==> src/rtl/control_unit.sv <==
// Control unit for a 5-bit-opcode accumulator machine: every instruction
// takes one FETCH cycle and one EXEC cycle against a synchronous instruction ROM.
module control_unit #(
    parameter int PC_WIDTH   = 11,
    parameter int DATA_WIDTH = 16
) (
    input  logic                  clk,
    input  logic                  reset,
    input  logic                  start,
    input  logic [DATA_WIDTH-1:0] instr,
    output logic [PC_WIDTH-1:0]   pc,
    output logic [PC_WIDTH-1:0]   operand,
    output logic [1:0]            sel_a,
    output logic                  sel_b,
    output logic                  wr_acc,
    output logic                  op,
    output logic                  wr_ram,
    output logic                  rd_ram,
    output logic                  busy,
    output logic                  halted,
    output logic [15:0]           cycle_count
);

    localparam int OPC_WIDTH = DATA_WIDTH - PC_WIDTH;

    localparam logic [OPC_WIDTH-1:0] OPC_HLT  = OPC_WIDTH'(0);
    localparam logic [OPC_WIDTH-1:0] OPC_STO  = OPC_WIDTH'(1);
    localparam logic [OPC_WIDTH-1:0] OPC_LD   = OPC_WIDTH'(2);
    localparam logic [OPC_WIDTH-1:0] OPC_LDI  = OPC_WIDTH'(3);
    localparam logic [OPC_WIDTH-1:0] OPC_ADD  = OPC_WIDTH'(4);
    localparam logic [OPC_WIDTH-1:0] OPC_ADDI = OPC_WIDTH'(5);
    localparam logic [OPC_WIDTH-1:0] OPC_SUB  = OPC_WIDTH'(6);
    localparam logic [OPC_WIDTH-1:0] OPC_SUBI = OPC_WIDTH'(7);

    localparam logic [1:0] SEL_A_MEM = 2'b00;
    localparam logic [1:0] SEL_A_IMM = 2'b01;
    localparam logic [1:0] SEL_A_ALU = 2'b10;

    typedef enum logic [1:0] {
        S_IDLE,
        S_FETCH,
        S_EXEC,
        S_HALT
    } state_t;

    state_t               state_q, state_d;
    logic [PC_WIDTH-1:0]  pc_q, pc_d;
    logic [15:0]          cnt_q, cnt_d;
    logic [15:0]          cnt_sat_inc;
    logic [OPC_WIDTH-1:0] opcode;

    assign opcode      = instr[DATA_WIDTH-1:PC_WIDTH];
    assign cnt_sat_inc = (cnt_q == 16'hFFFF) ? cnt_q : cnt_q + 16'd1;

    // NOTE: sequential state uses non-blocking assignment so every register
    // samples pre-edge values regardless of statement order.
    always_ff @(posedge clk or posedge reset) begin
        if (reset) begin
            state_q <= S_IDLE;
            pc_q    <= '0;
            cnt_q   <= '0;
        end else begin
            state_q <= state_d;
            pc_q    <= pc_d;
            cnt_q   <= cnt_d;
        end
    end

    // NOTE: every output of this block gets a default first, so no path
    // through the case statements can infer a latch.
    always_comb begin
        state_d = state_q;
        pc_d    = pc_q;
        cnt_d   = cnt_q;
        sel_a   = SEL_A_MEM;
        sel_b   = 1'b0;
        wr_acc  = 1'b0;
        op      = 1'b0;
        wr_ram  = 1'b0;
        rd_ram  = 1'b0;

        case (state_q)
            S_IDLE, S_HALT: begin
                if (start) begin
                    state_d = S_FETCH;
                    pc_d    = '0;
                    cnt_d   = '0;
                end
            end

            S_FETCH: begin
                state_d = S_EXEC;
                cnt_d   = cnt_sat_inc;
            end

            S_EXEC: begin
                cnt_d = cnt_sat_inc;
                if (opcode == OPC_HLT) begin
                    state_d = S_HALT;
                end else begin
                    state_d = S_FETCH;
                    pc_d    = pc_q + PC_WIDTH'(1);
                end

                // Unlisted opcodes fall through with all controls low (NOP).
                case (opcode)
                    OPC_STO: begin
                        wr_ram = 1'b1;
                    end
                    OPC_LD: begin
                        rd_ram = 1'b1;
                        sel_a  = SEL_A_MEM;
                        wr_acc = 1'b1;
                    end
                    OPC_LDI: begin
                        sel_a  = SEL_A_IMM;
                        wr_acc = 1'b1;
                    end
                    OPC_ADD: begin
                        rd_ram = 1'b1;
                        sel_a  = SEL_A_ALU;
                        wr_acc = 1'b1;
                    end
                    OPC_ADDI: begin
                        sel_b  = 1'b1;
                        sel_a  = SEL_A_ALU;
                        wr_acc = 1'b1;
                    end
                    OPC_SUB: begin
                        rd_ram = 1'b1;
                        op     = 1'b1;
                        sel_a  = SEL_A_ALU;
                        wr_acc = 1'b1;
                    end
                    OPC_SUBI: begin
                        sel_b  = 1'b1;
                        op     = 1'b1;
                        sel_a  = SEL_A_ALU;
                        wr_acc = 1'b1;
                    end
                    default: begin
                    end
                endcase
            end

            default: begin
                state_d = S_IDLE;
            end
        endcase
    end

    assign pc          = pc_q;
    assign operand     = instr[PC_WIDTH-1:0];
    assign cycle_count = cnt_q;
    assign busy        = (state_q == S_FETCH) || (state_q == S_EXEC);
    assign halted      = (state_q == S_HALT);

endmodule
==> config.mk <==
export PLATFORM = sky130hd
export DESIGN_NAME = control_unit
export DESIGN_NICKNAME = d
export VERILOG_FILES = /design/src/rtl/control_unit.sv
export SDC_FILE = /design/constraint.sdc
export NUM_CORES = 1
export LEC_CHECK = 0
export BUFFER_PORTS_ARGS = -buffer_cell sky130_fd_sc_hd__buf_2
export CAP_MARGIN = 20
export CORE_MARGIN = 5
export CORE_UTILIZATION = 55
export CTS_BUF_LIST = sky130_fd_sc_hd__clkbuf_4 sky130_fd_sc_hd__clkbuf_8
export CTS_CLUSTER_SIZE = 40
export DETAILED_ROUTE_END_ITERATION = 16
export HOLD_SLACK_MARGIN = 0.1
export PLACE_DENSITY = 0.88
export SLEW_MARGIN = 20
export SYNTH_ARGS = -nofsm -noshare
export SYNTH_HDL_FRONTEND = slang
export SYNTH_SLANG_ARGS = --single-unit
==> constraint.sdc <==
create_clock -name clk -period 4.4 [get_ports clk]
set_clock_uncertainty 0.2 [all_clocks]
set_input_delay 0.22 -clock clk [delete_from_list [all_inputs] [get_ports clk]]
set_output_delay 0.22 -clock clk [all_outputs]
set_load 0.1 [all_outputs]
# [Word level (Yosys, flattened, before mapping)]
# Index checks and enable logic that the tools add are counted.
[classes] add_sub_neg=2 eq_ne=14 n_mux=21 n_reduce_logical=13
[op_table] cell="two-way mux 16 bit" count=2
[op_table] cell="case mux 16 bit (2 select lines)" count=1
[op_table] cell="two-way mux 11 bit" count=2
[op_table] cell="case mux 11 bit (2 select lines)" count=1
[op_table] cell="equality test 5 x 3 -> 1 bit (second input constant)" count=4
[op_table] cell="adder 16 x 1 -> 16 bit (second input constant)" count=1
[op_table] cell="equality test 16 bit (second input constant)" count=1
[op_table] cell="adder 11 x 1 -> 11 bit (second input constant)" count=1
[op_table] cell="equality test 5 x 2 -> 1 bit (second input constant)" count=2
[op_table] cell="two-way mux 1 bit" count=10
[op_table] cell="OR reduction 2 bit" count=4
[op_table] cell="two-way mux 2 bit" count=3
[op_table] cell="inequality test 2 bit (second input constant)" count=3
[op_table] cell="case mux 2 bit (3 select lines)" count=1
[op_table] cell="OR reduction 6 bit" count=1
[op_table] cell="equality test 5 x 1 -> 1 bit (second input constant)" count=1
[op_table] cell="logical NOT 5 bit" count=1
[op_table] cell="equality test 2 bit (second input constant)" count=2
[op_table] cell="case mux 2 bit (2 select lines)" count=1
[op_table] cell="OR reduction 4 bit" count=1
[op_table] cell="AND reduction 3 bit" count=1
[op_table] cell="OR reduction 3 bit" count=1
[op_table] cell="equality test 2 x 1 -> 1 bit (second input constant)" count=1
[op_table] cell="logical NOT 2 bit" count=1
[op_table] cell="other kinds (3)" count=3
[word_totals] register_bits=29 in_bits=19 out_inout_bits=47

# [Depth between registers and ports, before layout]
# Gate-level depths: netlist (run 1).
[depth] ltp_word=4 depth_mapped=8 mapped_depth_nobuf=7

# [Worst setup path after synthesis (run 1)]
# OpenSTA, ideal clock, no wires.
[synth_timing] path_type="register to output" start="register state_q[0]" end="output sel_a[0]" arrival_time_ns=3.540 required_time_ns=3.980 slack_ns=0.440 stages_incl_launch_ff=7 n_path_buf=1 path_cell_list="dfrtp_1 inv_1 ha_1 buf_2 nor3b_1 nand2_1 nor3b_1"
[synth_via] elab_chain_len=2
[synth_rtl] item="from (decl)" line_no="46" text="state_t state_q, state_d;"
[synth_rtl] item="from (signal assigned)" line_no="63" text="state_q <= state_d;"
[synth_rtl] item="equality test 2 bit" line_no="82" text="case (state_q)"
[synth_rtl] item="two-way mux 2 bit" line_no="82"
[synth_rtl] item="to (decl)" line_no="13" text="output logic [1:0] sel_a,"
# Every way passes these cells.

# [Final worst setup path (run 1)]
# Ends and elaborated chain as after synthesis.

==> flow_summary_export.csv, run 1 <==
group,metric,value,unit
cells_and_area,layout-drive-gt1-share,24.2,%
route,wl_met3,243,µm
timing,finalSetupTns,0,ps
worst_setup_path,worstSetupEndpointType,"output pin",
clocking,cts_buffer_depth,2,
route,vias,1594,
placement,dpl.hpwl,2860,µm
timing,finalSetupViolations,0,
floorplan,die-area,0.00440,mm²
route,wl_per_cell,13.8,µm
worst_setup_path,cpPeakStageDelay,600,ps
floorplan,io_pins,66,
timing,hold_viol,0,
logic_synthesis,ys_ff_latch,29,
logic_synthesis,yosysUniqueCellTypes,40,
global_routing,grt_max_degree,30,
power_and_ir_drop,power_density,613,mW/mm²
clocking,holdBufCountCts,2,
logic_synthesis,postSynthCellCount,203,
clocking,clkSlewWorstSetupHoldPaths,90,ps
clocking,insertion_delay,340,ps
timing,max_freq,0.336,GHz
clocking,htreeDepth,2,
worst_setup_path,crit_top_cell,"nor3b_1",
clocking,postCtsResizedCells,0,
route,vias_per_cell,5.61,
worst_setup_path,crit_chain,"inv_1 -> ha_1 -> nor3b_1 -> nand2_1 -> nor3b_1 -> buf_2",
global_routing,grt_pass1_vias,1525,
timing,tightestPinTransition,754,ps
clocking,numCtsBuffers,5,
route,drt_first_pass_iters,4,
clocking,cts_tree,"built",
logic_synthesis,avgSynthCellArea,8.59,µm²
timing,post-route-min-period,2970,ps
placement,gp_congestion,0.874,
logic_synthesis,yosysWarnings,0,
route,drtAntennaViolNets,0,
floorplan,core_area,0.00305,mm²
route,wl,3920,µm
cells_and_area,fin_nets,263,
logic_synthesis,syn-num-nets,227,
cells_and_area,n_fill_cell,265,
placement,port_buffers,43,
worst_setup_path,critPathKind,"register to output pin",
timing,rsz0062_at_grt,"false",
timing,finalCritPeriodShare,67.5,%
floorplan,start_util,57.1,%
cells_and_area,syn_to_final_growth,14.3,%
route,initialDrtViolationCount,103,
worst_setup_path,cp_num_buf_inv,2,
route,wl_met1,1670,µm
run,drv_cap,0,
power_and_ir_drop,leakage,0.975,nW
timing,max_slew_margin,49.7,%
power_and_ir_drop,worst_ir_drop_vdd,438,µV
worst_setup_path,path_max_fanout,11,
cells_and_area,seq_area,726,µm²
logic_synthesis,ys_seq_area_share,41.6,%
global_routing,overflow,0,
clocking,cts_root_buffer,"clkbuf_4",
clocking,clock_sinks,29,
cells_and_area,multi_input_area,877,µm²
timing,finalMaxSlewViolations,0,
worst_setup_path,cp-start-kind,"register",
cells_and_area,layout_commonest_cell,"buf_2",
cells_and_area,antenna_cells,0,
worst_hold_path,hp-class,"input pin to register",
floorplan,dieWidth,66.3,µm
cells_and_area,final_util,65.3,%
worst_setup_path,slowest_stage,"nor3b_1",
route,drc,0,
logic_synthesis,netlist_area,0.00174,mm²
route,met2WireLength,1940,µm
cells_and_area,mostFrequentLayoutCells,"buf_2, dfrtp_1, nand2_1, nand3_1, o21ai_0",
route,highest_layer,"met4",
clocking,post-cts-setup-buffers,0,
global_routing,grt_pass1_wl,6660,µm
worst_setup_path,required,3980,ps
global_routing,antenna_found_initial,0,
floorplan,die_y,66.3,µm
global_routing,gr-usage-all-layers,19.4,%
status,status,"finished, final reports clean",
worst_setup_path,cp_top_family,"simple AND/OR/NAND/NOR gates",
worst_setup_path,arrival,2550,ps
floorplan,rows,20,
## cells by family (layout without fill, tap and decap cells)
logic type      after synthesis  in the layout  synth area share [%]
mux                           2              2                  1.15
simple gates                 88             88                  25.5
fa+ha+maj                     5              5                  3.59
flops                        29             29                  41.6
xor+xnor                      2              2                  1.00
compound gates               53             53                  19.0
buf+inv                      24             61                  8.11
## cell usage after synthesis, drive strengths merged
cell     n  share of area (%)
o31ai    6                2.6
nor2b    1               0.36
dfrtp   29                 42
or4      1               0.65
or3b     1               0.50
nand3   18                5.2
inv      7                1.5
nand4    5                2.2
buf     15                6.2
a21o     4                1.7
a31oi    3                1.1
or2      1               0.36
nor3b    2               0.86
a21oi    8                2.3
a41oi    1               0.50
o211ai   1               0.43
and2     4                1.4
o21ai   24                7.5
or3      2               0.72
and3     3                1.1
clkinv   1               0.22
nand2b   2               0.72
o41ai    1               0.50
nor2    15                3.2
nor4     3                1.4
nor3     6                1.7
nand2   24                5.2
xor2     2                1.0
ha       5                3.6
clkbuf   1               0.22
mux2i    2                1.1
a22o     4                2.0
o22ai    1               0.36
## cell type report
cell class | instances | share of cell area, %
clock inverters | 1 | 0.251
repair buffers | 45 | 11.8
well taps | 44 | 2.76
flip-flops and latches | 29 | 36.4
clock buffers | 7 | 3.26
multi-input cells | 150 | 44.0
inverters | 8 | 1.51
## path summary, 6_finish.rpt
kind | startpoint | endpoint | slack, ps | cells after the start
min reg2reg | pc[4] | pc[4] | 340 | 1
max | state_q[0] | sel_a[0] | 1430 | 6
min in group asynchronous | reset | pc[3] | 280 | 3
max reg2reg | state_q[0] | pc[3] | 1780 | 7
max in group asynchronous | reset | state_q[1] | 3320 | 3
min | instr[14] | state_q[1] | 150 | 4
## registers in the layout (all words and copies together) (netlist names)
name / flops
cycle_count: 16
state_q: 2
pc: 11
## worst reg2reg max path: stages, from the launching register on
cell and delay, ps:
dfrtp_1 430, inv_1 80, ha_1 330, nor3b_1 600
a22o_1 490, nor3_1 90, a21o_1 160, a22o_1 170
## routing by layer
layer	vias up	global-route usage, %
met5	-	0
met4	0	7.61
met3	10	4.93
met2	55	33.2
met1	736	22.9
li1	793	-
## per-stage QoR
stage	power [W]	instance area [µm²]	cells	worst slack, ps	hold WS, ps
floorplan	0.000976	1740	203	440	98.1
finish	0.00122	1990	284	1430	155
detailed placement	0.00103	1900	274	1790	229
global route	0.00130	1990	284	1240	199
global placement	0.00102	1900	274	1900	234
CTS	0.00122	1990	284	1440	131
## power by group
part / switching (W) / internal, W
Clock: 0.0000982 / 0.0000925
Sequential: 0.0000494 / 0.000301
Combinational: 0.000536 / 0.000144
Total: 0.000683 / 0.000538
Note: power is estimated with default switching activity, not from simulation.
==> run 2, diff against run 1 <==
- CORE_UTILIZATION: 55 -> 51
- PLACE_DENSITY: 0.88 -> 0.83
- clock period: 4.4 -> 3 ns (I/O delays scaled with it)
==> run 2 against run 1 <==
Clock power increased by 24%. Sequential power is 45% higher. Non-clock buffer count up 3. First-iteration DRC count is 52% lower. Combinational power rose by 50%. Largest cell class unchanged. Highest routed layer unchanged.
==> flow_summary_export.csv, run 2 (same netlist as run 1, synthesis figures left out) <==
group,metric,value,unit
status,status,"finished, final reports clean",
route,initialDrtViolationCount,49,
clocking,numCtsBuffers,5,
cells_and_area,mostFrequentLayoutCells,"buf_2, dfrtp_1, nand2_1, nand3_1, o21ai_0",
cells_and_area,antenna_cells,0,
floorplan,io_pins,66,
global_routing,grt_max_degree,19,
power_and_ir_drop,leakage,0.991,nW
cells_and_area,fin_nets,266,
power_and_ir_drop,switching_share,56.6,%
worst_setup_path,worstSetupEndpointType,"output pin",
power_and_ir_drop,p_seq_share,28.9,%
cells_and_area,n_fill_cell,320,
route,met2WireLength,1890,µm
worst_setup_path,cp-start-kind,"register",
clocking,cts_buffer_depth,2,
timing,finalSetupTns,0,ps
clocking,holdBufCountCts,2,
global_routing,gr-usage-all-layers,19.1,%
power_and_ir_drop,power_density,872,mW/mm²
cells_and_area,layout_commonest_cell,"buf_2",
worst_setup_path,reg2reg_setup_slack,610,ps
timing,finalCritPeriodShare,86.5,%
clocking,insertion_delay,330,ps
route,vias_per_cell,5.63,
cells_and_area,syn_to_final_growth,16.1,%
worst_setup_path,r2r_start,"state_q[0]",
placement,port_buffers,43,
worst_setup_path,path_max_fanout,11,
worst_setup_path,r2r_end,"pc[8]",
worst_setup_path,arrival,2250,ps
global_routing,grt_pass1_wl,6690,µm
timing,rsz0062_at_grt,"false",
worst_hold_path,hold_depth,0,
clocking,clkSlewWorstSetupHoldPaths,80,ps
cells_and_area,layout-drive-gt1-share,25.9,%
route,wl,3880,µm
worst_hold_path,min_from,"instr[6]",
timing,max_slew_margin,51.4,%
power_and_ir_drop,p_sw,0.000999,W
power_and_ir_drop,worst_ir_drop_vdd,682,µV
global_routing,antenna_found_initial,0,
worst_hold_path,holdPathEnd,"operand[6]",
route,highest_layer,"met4",
timing,finalMaxSlewViolations,0,
cells_and_area,largest_reg_flops,16,
clocking,cts_tree,"built",
route,wl_per_cell,13.4,µm
clocking,clock_sinks,29,
cells_and_area,stdcell_area,0.00203,mm²
placement,placed_cell_area,0.00195,mm²
worst_setup_path,critPathKind,"register to output pin",
clocking,cts_root_buffer,"clkbuf_4",
power_and_ir_drop,p_comb_share,57.8,%
floorplan,die-area,0.00469,mm²
timing,max_freq,0.385,GHz
clocking,postCtsResizedCells,0,
timing,post-route-min-period,2600,ps
floorplan,rows,21,
timing,tightestPinTransition,728,ps
floorplan,core_area,0.00334,mm²
route,wl_met1,1700,µm
timing,hold_viol,0,
worst_setup_path,required,2650,ps
placement,dpl.hpwl,2910,µm
cells_and_area,seq_area,726,µm²
floorplan,start_util,52.3,%
clocking,post-cts-setup-buffers,0,
worst_hold_path,hp-class,"input pin to output pin",
timing,finalSetupViolations,0,
route,drt_first_pass_iters,4,
placement,placed_cells,279,
clocking,htreeDepth,2,
power_and_ir_drop,intPower,0.000768,W
placement,gp_congestion,0.816,
route,vias,1628,
route,wl_met3,211,µm
global_routing,overflow,0,
route,drc,0,
floorplan,die_y,68.5,µm
run,drv_cap,0,
cells_and_area,final_cells,289,
route,drtAntennaViolNets,0,
floorplan,dieWidth,68.5,µm
global_routing,grt_pass1_vias,1569,
power_and_ir_drop,p_clk_share,13.3,%
cells_and_area,multi_input_area,892,µm²
worst_setup_path,reg2regPathDepth,7,
-- run 2: cell count changes in the layout (fill, tap and decap cells not counted), sizes merged --
cell / change
clkinv: +1
clkbuf: -1
buf: +3
-- run 2: worst max path at each step --
| stage | slack (ps) | start | endpoint |
|---|---|---|---|
| final | 400 | state_q[0] | rd_ram |
| after global routing | 230 | state_q[0] | sel_a[0] |
| after CTS | 370 | state_q[0] | rd_ram |
| after detailed placement | 600 | state_q[0] | pc[8] |
| after global placement | 660 | state_q[0] | pc[8] |
| after floorplan | 60 | state_q[0] | sel_a[0] |
-- run 2: layout make-up --
class	count	share of cell area, %
Timing Repair Buffer	48	13.1
Tap cell	46	2.84
Clock inverter	2	0.494
Sequential cell	29	35.8
Multi-Input combinational cell	150	44.0
Inverter	8	1.48
Clock buffer	6	2.22
-- run 2: through the flow --
stage	power [W]	utilization (%)	worst slack, ps	hold slack (ps)
2_1_floorplan	0.00143	-	63.6	28.1
3_3_place_gp	0.00153	58.0	662	101
3_5_place_dp	0.00154	58.5	602	101
4_1_cts	0.00178	60.7	370	101
5_1_grt	0.00189	60.7	230	100
6_report	0.00177	60.7	405	100
-- run 2: critical path, stage by stage (launching register included) --
cell and delay (ps):
dfrtp_1 420, inv_1 70, ha_1 320, or3b_2 510, nor3_2 160, buf_2 440
-- run 2: layer usage --
metal  vias to the layer above  GRT usage [%]
met5                         -              0
met4                         0           9.18
met3                         8           5.09
met2                        37           33.1
met1                       781           21.3
li1                        802              -
-- run 2: power by group through the flow --
stage | combinational (W) | clock (W) | sequential, W
2_1_floorplan | 0.000664 | 0 | 0.000769
3_3_place_gp | 0.00101 | 0 | 0.000515
3_5_place_dp | 0.00102 | 0 | 0.000519
4_1_cts | 0.00103 | 0.000243 | 0.000510
5_1_grt | 0.00110 | 0.000264 | 0.000522
6_report | 0.00102 | 0.000236 | 0.000510
==> run 3, diff against run 2 <==
- CORE_UTILIZATION: 51 -> 35
- PLACE_DENSITY: 0.83 -> not set
==> run 3 against run 2 <==
Register-to-register slack got worse by 70 ps. Wire length up 6.7%. First-iteration DRC count grew 2.0%. Global-route usage shrank 5.8 points. Worst hold slack about the same. Largest power group unchanged. Critical path depth stayed put. Clock power increased by 42%. Combinational power about the same. Critical path type unchanged. Non-clock buffer count stayed put. Final cell count up 6.9%. Total power is 5.9% higher.
==> flow_summary_export.csv, run 3 (same netlist as run 1, synthesis figures left out) <==
group,metric,value,unit
power_and_ir_drop,power_density,900,mW/mm²
cells_and_area,largest_reg_flops,16,
clocking,cts_root_buffer,"clkbuf_8",
cells_and_area,layout-drive-gt1-share,25.6,%
run,drv_cap,0,
power_and_ir_drop,worst_ir_drop_vdd,544,µV
worst_setup_path,r2r_start,"state_q[0]",
worst_setup_path,critPathKind,"register to output pin",
worst_setup_path,arrival,2200,ps
cells_and_area,layout_commonest_cell,"buf_2",
timing,hold_ws,100,ps
global_routing,grt_pass1_vias,1474,
clocking,cts_buffer_depth,2,
clocking,htreeDepth,2,
floorplan,die_y,80.6,µm
clocking,numCtsBuffers,5,
floorplan,io_pins,66,
clocking,cts_tree,"built",
timing,max_slew_margin,56.5,%
timing,post-route-min-period,2550,ps
worst_setup_path,cpPeakStageDelay,520,ps
clocking,clkSlewWorstSetupHoldPaths,60,ps
clocking,clock_sinks,29,
timing,finalSetupViolations,0,
route,wl,4140,µm
route,vias_per_cell,5.10,
placement,dpl.hpwl,3010,µm
clocking,insertion_delay,270,ps
cells_and_area,fin_nets,266,
worst_setup_path,crit_chain,"inv_1 -> ha_1 -> or3b_2 -> nor3_2 -> buf_2",
placement,gp_congestion,0.815,
timing,finalMaxSlewViolations,0,
route,vias,1577,
route,drt_first_pass_iters,4,
timing,finalCritPeriodShare,85.1,%
worst_setup_path,cp-start-kind,"register",
placement,pre_cts_ws,581,ps
timing,setup_slack,448,ps
worst_setup_path,path_max_fanout,11,
worst_setup_path,slowest_stage,"or3b_2",
floorplan,core_area,0.00479,mm²
cells_and_area,syn_to_final_growth,19.2,%
route,drc,0,
worst_setup_path,worstSetupEndpointType,"output pin",
worst_hold_path,hp-class,"input pin to output pin",
timing,max_freq,0.392,GHz
timing,finalSetupTns,0,ps
route,drtAntennaViolNets,0,
global_routing,gr-usage-all-layers,13.3,%
timing,rsz0062_at_grt,"false",
worst_setup_path,crit_start,"state_q[0]",
power_and_ir_drop,leakage,1.00,nW
clocking,postCtsResizedCells,0,
floorplan,die-area,0.00649,mm²
timing,hold_viol,0,
status,status,"finished, final reports clean",
cells_and_area,final_util,43.5,%
worst_hold_path,min_from,"instr[5]",
clocking,post-cts-setup-buffers,0,
global_routing,antenna_found_initial,0,
worst_setup_path,cp_num_buf_inv,2,
worst_setup_path,cp_top_family,"simple AND/OR/NAND/NOR gates",
global_routing,overflow,0,
cells_and_area,antenna_cells,0,
placement,port_buffers,43,
global_routing,grt_max_degree,30,
route,wl_per_cell,13.4,µm
timing,tightestPinTransition,647,ps
worst_setup_path,required,2650,ps
floorplan,start_util,36.4,%
route,initialDrtViolationCount,50,
cells_and_area,mostFrequentLayoutCells,"buf_2, dfrtp_1, nand2_1, nand3_1, o21ai_0",
floorplan,rows,25,
global_routing,grt_pass1_wl,6810,µm
floorplan,dieWidth,80.6,µm
==> run 3: changes by cell type in the layout (fill, tap and decap cells not counted), sizes merged <==
| cell | change |
|---|---|
| clkbuf | +1 |
| clkinv | -2 |
==> run 3: through the flow <==
| step | cells | instance area, µm² | total power (W) |
|---|---|---|---|
| detailed placement | 300 | 1970 | 0.00155 |
| CTS | 309 | 2080 | 0.00189 |
| floorplan | 203 | 1760 | 0.00143 |
| finish | 309 | 2080 | 0.00187 |
| global placement | 300 | 1970 | 0.00154 |
| global route | 309 | 2080 | 0.00199 |
==> run 3: power by group <==
group	internal (W)	total [W]	leakage, nW	switching, W
logic	0.000225	0.00102	0.558	0.000798
clock network	0.000191	0.000334	0.0477	0.000144
registers	0.000443	0.000514	0.396	0.0000711
==> run 3: metal layers <==
layer	global-route usage (%)	vias up	part of all wire [%]	wire length, µm
met5	0	-	0	0
met1	15.9	745	46	1920
met3	3.92	5	5.9	243
met2	22.5	33	47	1940
li1	-	794	-	-
met4	4.56	0	0.87	36
==> run 3: final timing paths <==
check                           depth (start not counted)              end  slack (ps)
worst min register to register                          1            pc[8]         330
max in group asynchronous                               4  cycle_count[14]        2040
min in group asynchronous                               4   cycle_count[8]         290
worst max-delay path                                    5           rd_ram         450
worst min-delay path                                    0       operand[5]         100
worst max register to register                          7            pc[8]         540
==> run 3: repair_timing <==
action	4_1_cts	5_1_grt
setup endpoints to repair	0	0
endpoints found under the hold margin	32	0
hold buffers	2	0
==> run 3: cell type report <==
type	instances	area, µm²
sequential	29	726
timing repair buffer	48	258
fill	487	2710
tap	67	83.8
multi-input combinational	150	892
clock buffer	7	90.1
inverter	8	30.0
